### src/rtl/seg7_pkg.sv
// Shared seven-segment definitions: pattern table, blank code, reverse lookup
// and the scan-monitor FSM state type.
package seg7_pkg;

  // Segment order is {a, b, c, d, e, f, g}, active-high.
  localparam logic [6:0] SEG_0     = 7'b1111110;
  localparam logic [6:0] SEG_1     = 7'b0110000;
  localparam logic [6:0] SEG_2     = 7'b1101101;
  localparam logic [6:0] SEG_3     = 7'b1111001;
  localparam logic [6:0] SEG_4     = 7'b0110011;
  localparam logic [6:0] SEG_5     = 7'b1011011;
  localparam logic [6:0] SEG_6     = 7'b1011111;
  localparam logic [6:0] SEG_7     = 7'b1110000;
  localparam logic [6:0] SEG_8     = 7'b1111111;
  localparam logic [6:0] SEG_9     = 7'b1111011;
  localparam logic [6:0] SEG_A     = 7'b1110111;
  localparam logic [6:0] SEG_B     = 7'b0011111;
  localparam logic [6:0] SEG_C     = 7'b1001110;
  localparam logic [6:0] SEG_D     = 7'b0111101;
  localparam logic [6:0] SEG_E     = 7'b1001111;
  localparam logic [6:0] SEG_F     = 7'b1000111;
  localparam logic [6:0] SEG_BLANK = 7'b0000000;

  typedef enum logic [1:0] {
    StIdle,
    StTrack,
    StLocked
  } scan_state_e;

  // Returns {hit, blank, value[3:0]}; all zero for an unrecognised pattern.
  function automatic logic [5:0] seg7_to_hex(input logic [6:0] pattern);
    logic [5:0] res;
    res = 6'b00_0000;
    case (pattern)
      SEG_0:     res = {2'b10, 4'h0};
      SEG_1:     res = {2'b10, 4'h1};
      SEG_2:     res = {2'b10, 4'h2};
      SEG_3:     res = {2'b10, 4'h3};
      SEG_4:     res = {2'b10, 4'h4};
      SEG_5:     res = {2'b10, 4'h5};
      SEG_6:     res = {2'b10, 4'h6};
      SEG_7:     res = {2'b10, 4'h7};
      SEG_8:     res = {2'b10, 4'h8};
      SEG_9:     res = {2'b10, 4'h9};
      SEG_A:     res = {2'b10, 4'hA};
      SEG_B:     res = {2'b10, 4'hB};
      SEG_C:     res = {2'b10, 4'hC};
      SEG_D:     res = {2'b10, 4'hD};
      SEG_E:     res = {2'b10, 4'hE};
      SEG_F:     res = {2'b10, 4'hF};
      SEG_BLANK: res = {2'b01, 4'h0};
      default:   res = 6'b00_0000;
    endcase
    return res;
  endfunction

endpackage

### src/rtl/seg7_pattern_decode.sv
// Combinational reverse lookup of a seven-segment pattern.
module seg7_pattern_decode
  import seg7_pkg::*;
(
  input  logic [6:0] seg,
  output logic [3:0] value,
  output logic       hit,
  output logic       blank
);

  // Table lookup shared with the forward encoder.
  always_comb begin
    {hit, blank, value} = seg7_to_hex(seg);
  end

endmodule

### src/rtl/sevensegment_scan_decoder.sv
// Snoops a multiplexed seven-segment bus and rebuilds the per-digit values,
// committing a digit only after its (index, pattern) sample has been stable.
module sevensegment_scan_decoder
  import seg7_pkg::*;
#(
  parameter int unsigned NUM_DIGITS = 4,
  parameter int unsigned STABLE_CNT = 3
) (
  input  logic                    clk,
  input  logic                    rst_n,
  input  logic [6:0]              seg,
  input  logic [NUM_DIGITS-1:0]   dig_en,
  output logic [4*NUM_DIGITS-1:0] bin_out,
  output logic [NUM_DIGITS-1:0]   digit_valid,
  output logic                    upd,
  output logic [2:0]              upd_idx,
  output logic                    dec_err,
  output logic                    err_sticky
);

  localparam logic [3:0] Stable = 4'(STABLE_CNT);

  logic                  in_onehot;
  logic [NUM_DIGITS-1:0] dig_en_dec;
  logic [2:0]            in_idx;
  logic                  same;

  logic [2:0] samp_idx_q;
  logic [6:0] samp_seg_q;

  scan_state_e state_q, state_d;
  logic [3:0]  cnt_q, cnt_d;
  logic        commit;

  logic [3:0] dec_value;
  logic       dec_hit;
  logic       dec_blank;

  logic [4*NUM_DIGITS-1:0] bin_q, bin_d;
  logic [NUM_DIGITS-1:0]   valid_q, valid_d;
  logic                    upd_q, upd_d;
  logic [2:0]              upd_idx_q, upd_idx_d;
  logic                    dec_err_q, dec_err_d;
  logic                    sticky_q, sticky_d;

  // x & (x-1) clears the lowest set bit, so it is zero only for zero/one-hot.
  assign dig_en_dec = dig_en - NUM_DIGITS'(1);
  assign in_onehot  = (dig_en != '0) && ((dig_en & dig_en_dec) == '0);

  // Index encoder; only meaningful when dig_en is one-hot.
  always_comb begin
    in_idx = 3'd0;
    for (int unsigned i = 0; i < NUM_DIGITS; i++) begin
      if (dig_en[i]) in_idx = 3'(i);
    end
  end

  // Previous sample is always one-hot while in Track/Locked, so idx compare is valid.
  assign same = (in_idx == samp_idx_q) && (seg == samp_seg_q);

  // Sample register: remembers the last (idx, seg) pair seen on the bus.
  always_ff @(posedge clk) begin
    if (!rst_n) begin
      samp_idx_q <= 3'd0;
      samp_seg_q <= 7'd0;
    end else begin
      samp_idx_q <= in_idx;
      samp_seg_q <= seg;
    end
  end

  // A commit only fires when the incoming sample equals the registered one,
  // so decoding the registered copy gives the committed pattern.
  seg7_pattern_decode u_decode (
    .seg   (samp_seg_q),
    .value (dec_value),
    .hit   (dec_hit),
    .blank (dec_blank)
  );

  // Stability FSM next-state: count identical samples, commit once per dwell.
  always_comb begin
    state_d = state_q;
    cnt_d   = cnt_q;
    commit  = 1'b0;
    if (!in_onehot) begin
      state_d = StIdle;
      cnt_d   = 4'd0;
    end else begin
      unique case (state_q)
        StIdle: begin
          state_d = StTrack;
          cnt_d   = 4'd1;
        end
        StTrack: begin
          if (same) begin
            if ((cnt_q + 4'd1) >= Stable) begin
              commit  = 1'b1;
              state_d = StLocked;
              cnt_d   = Stable;
            end else begin
              cnt_d = cnt_q + 4'd1;
            end
          end else begin
            cnt_d = 4'd1;
          end
        end
        StLocked: begin
          if (!same) begin
            state_d = StTrack;
            cnt_d   = 4'd1;
          end
        end
        default: begin
          state_d = StIdle;
          cnt_d   = 4'd0;
        end
      endcase
    end
  end

  // FSM state and dwell counter.
  always_ff @(posedge clk) begin
    if (!rst_n) begin
      state_q <= StIdle;
      cnt_q   <= 4'd0;
    end else begin
      state_q <= state_d;
      cnt_q   <= cnt_d;
    end
  end

  // Commit action: update only the addressed digit, or flag an unknown pattern.
  always_comb begin
    bin_d     = bin_q;
    valid_d   = valid_q;
    upd_d     = 1'b0;
    upd_idx_d = upd_idx_q;
    dec_err_d = 1'b0;
    sticky_d  = sticky_q;
    if (commit) begin
      if (dec_hit || dec_blank) begin
        upd_d     = 1'b1;
        upd_idx_d = samp_idx_q;
        for (int unsigned i = 0; i < NUM_DIGITS; i++) begin
          if (3'(i) == samp_idx_q) begin
            bin_d[4*i +: 4] = dec_blank ? 4'h0 : dec_value;
            valid_d[i]      = dec_hit;
          end
        end
      end else begin
        dec_err_d = 1'b1;
        sticky_d  = 1'b1;
      end
    end
  end

  // Per-digit output registers and status pulses.
  always_ff @(posedge clk) begin
    if (!rst_n) begin
      bin_q     <= '0;
      valid_q   <= '0;
      upd_q     <= 1'b0;
      upd_idx_q <= 3'd0;
      dec_err_q <= 1'b0;
      sticky_q  <= 1'b0;
    end else begin
      bin_q     <= bin_d;
      valid_q   <= valid_d;
      upd_q     <= upd_d;
      upd_idx_q <= upd_idx_d;
      dec_err_q <= dec_err_d;
      sticky_q  <= sticky_d;
    end
  end

  assign bin_out     = bin_q;
  assign digit_valid = valid_q;
  assign upd         = upd_q;
  assign upd_idx     = upd_idx_q;
  assign dec_err     = dec_err_q;
  assign err_sticky  = sticky_q;

endmodule

### config.mk
export PLATFORM = sky130hd
export DESIGN_NAME = sevensegment_scan_decoder
export DESIGN_NICKNAME = d
export VERILOG_FILES = /design/src/rtl/seg7_pkg.sv /design/src/rtl/seg7_pattern_decode.sv /design/src/rtl/sevensegment_scan_decoder.sv
export SDC_FILE = /design/constraint.sdc
export NUM_CORES = 1
export LEC_CHECK = 0
export ABC_AREA = 1
export BUFFER_PORTS_ARGS = -buffer_cell sky130_fd_sc_hd__buf_2
export CORE_MARGIN = 2
export CORE_UTILIZATION = 59
export CTS_CLUSTER_SIZE = 14
export DETAILED_ROUTE_END_ITERATION = 16
export PLACE_DENSITY = 0.92
export SLEW_MARGIN = 20
export SYNTH_ARGS = -nofsm -noshare
export SYNTH_HDL_FRONTEND = slang
export SYNTH_SLANG_ARGS = --single-unit
### constraint.sdc
create_clock -name clk -period 4.23 [get_ports clk]
set_input_delay 0.2115 -clock clk [delete_from_list [all_inputs] [get_ports clk]]
set_output_delay 0.2115 -clock clk [all_outputs]
set_load 0.05 [all_outputs]
; ---- Yosys cells after proc, flatten, opt, wreduce, memory -nomap -nowiden
; Index checks and enable logic that the tools add are counted.
; W data, S select, Z words.
[classes]
add_sub_neg = 2
n_mul = 0
n_div = 0
order_cmp = 1
eq_ne = 26
n_shift = 0
mux = 19
bitwise_logic = 2
reduce_logical = 17
[ops]
columns = cell, n
row1 = $pmux W6 S17, 1
row2 = $eq A7 B7 Y1 const B, 12
row3 = $eq A7 B6 Y1 const B, 3
row4 = $mux W4, 4
row5 = $reduce_and A3 Y1, 5
row6 = $pmux W4 S3, 1
row7 = $reduce_and A2 Y1, 4
row8 = $eq A7 B5 Y1 const B, 1
row9 = $eq A7 B7 Y1, 1
row10 = $logic_not A7 Y1, 1
row11 = $mux W1, 7
row12 = $eq A2 B3 Y1 const A, 2
row13 = $mux W2, 3
row14 = $mux W3, 2
row15 = $ne A2 B2 Y1 const B, 3
row16 = $pmux W2 S3, 1
row17 = $add A4 B1 Y4 const B, 1
row18 = $and A4 B4 Y4, 1
row19 = $ge A4 B2 Y1 const B, 1
row20 = $logic_not A4 Y1, 1
row21 = $reduce_bool A4 Y1, 1
row22 = $sub A4 B1 Y4 const B, 1
row23 = $eq A1 B3 Y1 const A, 1
row24 = $eq A3 B3 Y1, 1
row25 = other kinds (7), 8
[word_totals]
regBits = 42
latchBits = 0
ram_bits = 0
rom_bits = 0
inputBits = 13
word_cells = 83
memories = 0

; ---- Depth between registers and ports, before layout
[depth]
ltp_word = 9
ltp_mapped = 12

; ---- Cells and area by module
; Synthesis repeated with hierarchy kept, for this count alone.
[unflattened]
cells_unflattened = 363
area_unflattened_um2 = 2278.4
[by_module_without_submodules]
columns = mod, instances, cells_each, area_each_um2
row1 = sevensegment_scan_decoder, 1, 296, 1973.1
row2 = seg7_pattern_decode, 1, 67, 305.3

; ---- Worst setup path before layout
; No wires, ideal clock.
[synth_path]
kind = flip-flop to flip-flop
startpoint = reg samp_seg_q[4]
endpoint = reg bin_q[5], in the netlist bin_out[5]
arrival_time_ps = 1423
setup_slack_ps = 2674
stages_incl_launch_ff = 12
n_path_buf = 3
cell_sequence = dfxtp_1 buf_2 nand3_1 nor2_1 nor2_1 nand2_1 nor2_2 nand3_2 buf_6 buf_6 nand4_1 a21oi_1
[synth_between]
elab_chain_cells = 6
[synth_lines]
columns = item, line_no
row1 = from (decl), sevensegment_scan_decoder.sv:29  ; logic [6:0] samp_seg_q;
row2 = from (signal assigned), sevensegment_scan_decoder.sv:68  ; samp_seg_q <= seg;
row3 = $eq A7 B7 Y1, sevensegment_scan_decoder.sv:59  ; assign same = (in_idx == samp_idx_q) && (seg == samp_seg_q);
row4 = $logic_and A1 B1 Y1, sevensegment_scan_decoder.sv:59
row5 = $mux W1, sevensegment_scan_decoder.sv:96  ; if (same) begin
row6 = $mux W1, sevensegment_scan_decoder.sv:90  ; unique case (state_q)
row7 = $mux W1, sevensegment_scan_decoder.sv:86  ; if (!in_onehot) begin
row8 = $reduce_and A3 Y1 (no line), -
row9 = to (signal assigned), sevensegment_scan_decoder.sv:168  ; bin_q <= bin_d;
row10 = to (decl), sevensegment_scan_decoder.sv:39  ; logic [4*NUM_DIGITS-1:0] bin_q, bin_d;
; Parallel ways exist; a longest one is shown, timed or not.
; A chain may end at the register's enable or synchronous reset.

; ---- Worst setup path after layout
[layout_path]
startpoint = reg samp_seg_q[6]
endpoint = reg bin_q[11], in the netlist bin_out[11]
; The elaborated chain is that of the path after synthesis.

==> metrics <==
status finished, final reports clean; first-pass GRT wire length a little under 8000 µm; Synth Register Bits 40; WP data arrival between 2 and 3 ns; fin worst setup slack approximately 2 ns; Crit-path slowest cell nand3_2; DRC errors left 0; hold-fix buffers at CTS 0; via count approximately 2k; gr usage total 24.8%; largest area contributor in the netlist dfxtp_1; clock tree root driver cell clkbuf_4; CP cell instances inv_1 -> nand3_1 -> inv_1 -> nand2_1 -> nand3_1 -> nor2_2 -> nand3_2 -> nand3_1 -> nand2_1 -> a21oi_1; Hold Startpoint seg[4]; Post-synth top cells 88 x nand2_1, 40 x dfxtp_1, 39 x inv_1; crit path kind flop to flop; number of flops mapped to enable cells by yosys 0; kind of cell adding the most delay to the critical path simple AND/OR/NAND/NOR gates; worst hold endpoint samp_seg_q[4]; ranking of synthesized cells by area dfxtp_1 39%, nand2_1 16%, inv_1 7.1%, nand4_1 6.4%, a21oi_1 6.3%; final hold vios 0; average wire per standard cell 11.3 µm; top-count cell post-synth nand2_1; CTS clk-pin slew, worst paths 0.12 ns; die area 3960 µm²; ratio of cells with drive above 1 in the final layout between 10% and 20%; number of fill cells between 200 and 300; DRT iter0 DRCs 136; period utilisation layout roughly 52%; RSZ-0062 raised after global routing false; r2r endpoint bin_out[11]; Worst Max-Slew Pin Slew 0.550 ns; Area Growth Syn to Fin 12.0%; crit-path max FO 29; Port Buffer Count 37; buffers and inverters on the worst path 2; post-synth top area share between 30% and 40%; leakage power 1.13 nW; I/O pin count 39; diode count 0; Seq/Total Area, Yosys 39.1%; antenna violations before repair 0; Worst Clk Skew 0.0126 ns; initial core utilization between 60% and 70%; Final Max Tran Viols 0; post-DP HPWL about 3200 µm; # Post-CTS Setup Buffers 0; Net count, final about 360; Die X-Extent 62.9 µm; Worst Path Required ~4.5 ns; flop2flop setup slack approximately 2.0 ns; TritonCTS clock tree built; Detail Route Antenna Nets 0; Core Box Area approximately 3300 µm²; worst r2r src samp_seg_q[6]; Setup violations, final 0; Max Freq between 0.4 and 0.5 GHz; setup TNS 0 ns; Syn Area/Cell ~6.7 µm²; total gr overflow 0; post-route minimum period roughly 2.2 ns; CP most frequent cell nand3_1; type of element capturing the critical path flop; CTS buffer count 5; Reg2Reg Depth 10; crit start category flop; Yosys warnings 0; later-pin clock latency in the skew report between 0.3 and 0.4 ns; Synth Cell Area 2050 µm²; chip height between 60 and 70 µm; wirelength, routed about 4400 µm; Post-Synthesis Cells 306; Row Count 21; cts repair resizes 0; vias in the first global route ~1.8k; dpl ws about 2.1 ns; total clock sinks 40; largest net degree at the start of global routing 30; htree depth 2; Crit path depth 10; Max Root-Sink Buffers 2; top_reg_cell synth dfxtp_1; number of max-cap violations 0; P per Cell Area between 300 and 400 nW/µm²; Cell variety after synth 26; max incr delay on CP 0.42 ns; Slew HR around 63%; Via density ~5.2; RD Place Congestion just under 0.9; First-pass DRT Iterations 4; peak supply drop roughly 250 µV; Hold/Removal Path Class input port to flop; Hold Path Depth 3; Hold WS around 0.052 ns; Post-synth ARST share 0%; syn nets about 320
[through the flow]
step	power, mW	utilization, %	instance area, µm²	instances
final	0.706	68.8	2290	387
after global routing	0.734	68.8	2290	387
after CTS	0.704	68.8	2290	387
after detailed placement	0.459	66.5	2220	379
after global placement	0.457	66.5	2220	379
after floorplan	0.446	-	2050	306
[report_power, final]
group | internal, mW | total, mW | switching (mW)
logic | 0.0180 | 0.0612 | 0.0432
clock network | 0.124 | 0.254 | 0.130
registers | 0.383 | 0.391 | 0.00815
total | 0.524 | 0.706 | 0.181
[cell type report]
| type | instances | area (µm²) | share of cell area, % |
|---|---|---|---|
| multi-input combinational | 215 | 1020 | 44.5 |
| sequential | 40 | 801 | 34.9 |
| timing repair buffer | 37 | 185 | 8.07 |
| inverter | 41 | 154 | 6.71 |
| tap | 46 | 57.6 | 2.51 |
| clock buffer | 6 | 41.3 | 1.80 |
| clock inverter | 2 | 35.0 | 1.53 |
[metal layers]
metal / GRT usage (%) / wire, µm / up-vias
met4: 7.50 / 68 / 0
met2: 40.8 / 2040 / 55
met1: 31.1 / 1990 / 884
li1: - / - / 1049
met3: 7.39 / 258 / 8
met5: 0 / 0 / -
[registers in the layout (all words and copies together) (netlist names), 2 cells and up]
register     cells
bin_out         16
samp_seg_q       7
cnt_q            4
digit_valid      4
samp_idx_q       2
state_q          2
upd_idx          2
[worst register-to-register path, cell delays in order (launching register included)]
cell and delay, ns:
dfxtp_1 0.39, inv_1 0.13, nand3_1 0.15, inv_1 0.05
nand2_1 0.10, nand3_1 0.13, nor2_2 0.16, nand3_2 0.42
nand3_1 0.36, nand2_1 0.09, a21oi_1 0.17
[kinds of logic after synthesis]
logic type / count (synthesis) / share of synthesized area, %
AOI/OAI and AO/OA: 33 / 8.24
xor gates and xnor gates: 4 / 1.71
adders and majority gates: 2 / 1.22
buffers and inverters: 51 / 11.1
DFF: 40 / 39.1
other: 1 / 0.183
and+or+nand+nor: 175 / 38.5
[layout by cell type, fill, tap and decap left out, types with 3 or more instances in the layout]
cell type,count
nand2_1,88
dfxtp_1,40
inv_1,39
buf_2,37
nor2_1,34
a21oi_1,26
nand4_1,21
nand3_1,18
o21ai_0,5
clkbuf_4,5
nand3b_1,3
nor3_1,3
[how the worst max path moves through the flow]
stage / from / end / slack [ns]
2_1_floorplan: samp_seg_q[4] / bin_out[5] / 2.67
3_3_place_gp: samp_seg_q[0] / bin_out[14] / 2.19
3_5_place_dp: samp_seg_q[6] / bin_out[11] / 2.11
4_1_cts: samp_seg_q[3] / bin_out[11] / 2.07
5_1_grt: samp_seg_q[5] / digit_valid[1] / 1.73
6_report: samp_seg_q[6] / bin_out[11] / 2.01
Power figures use the tool's default switching activity.
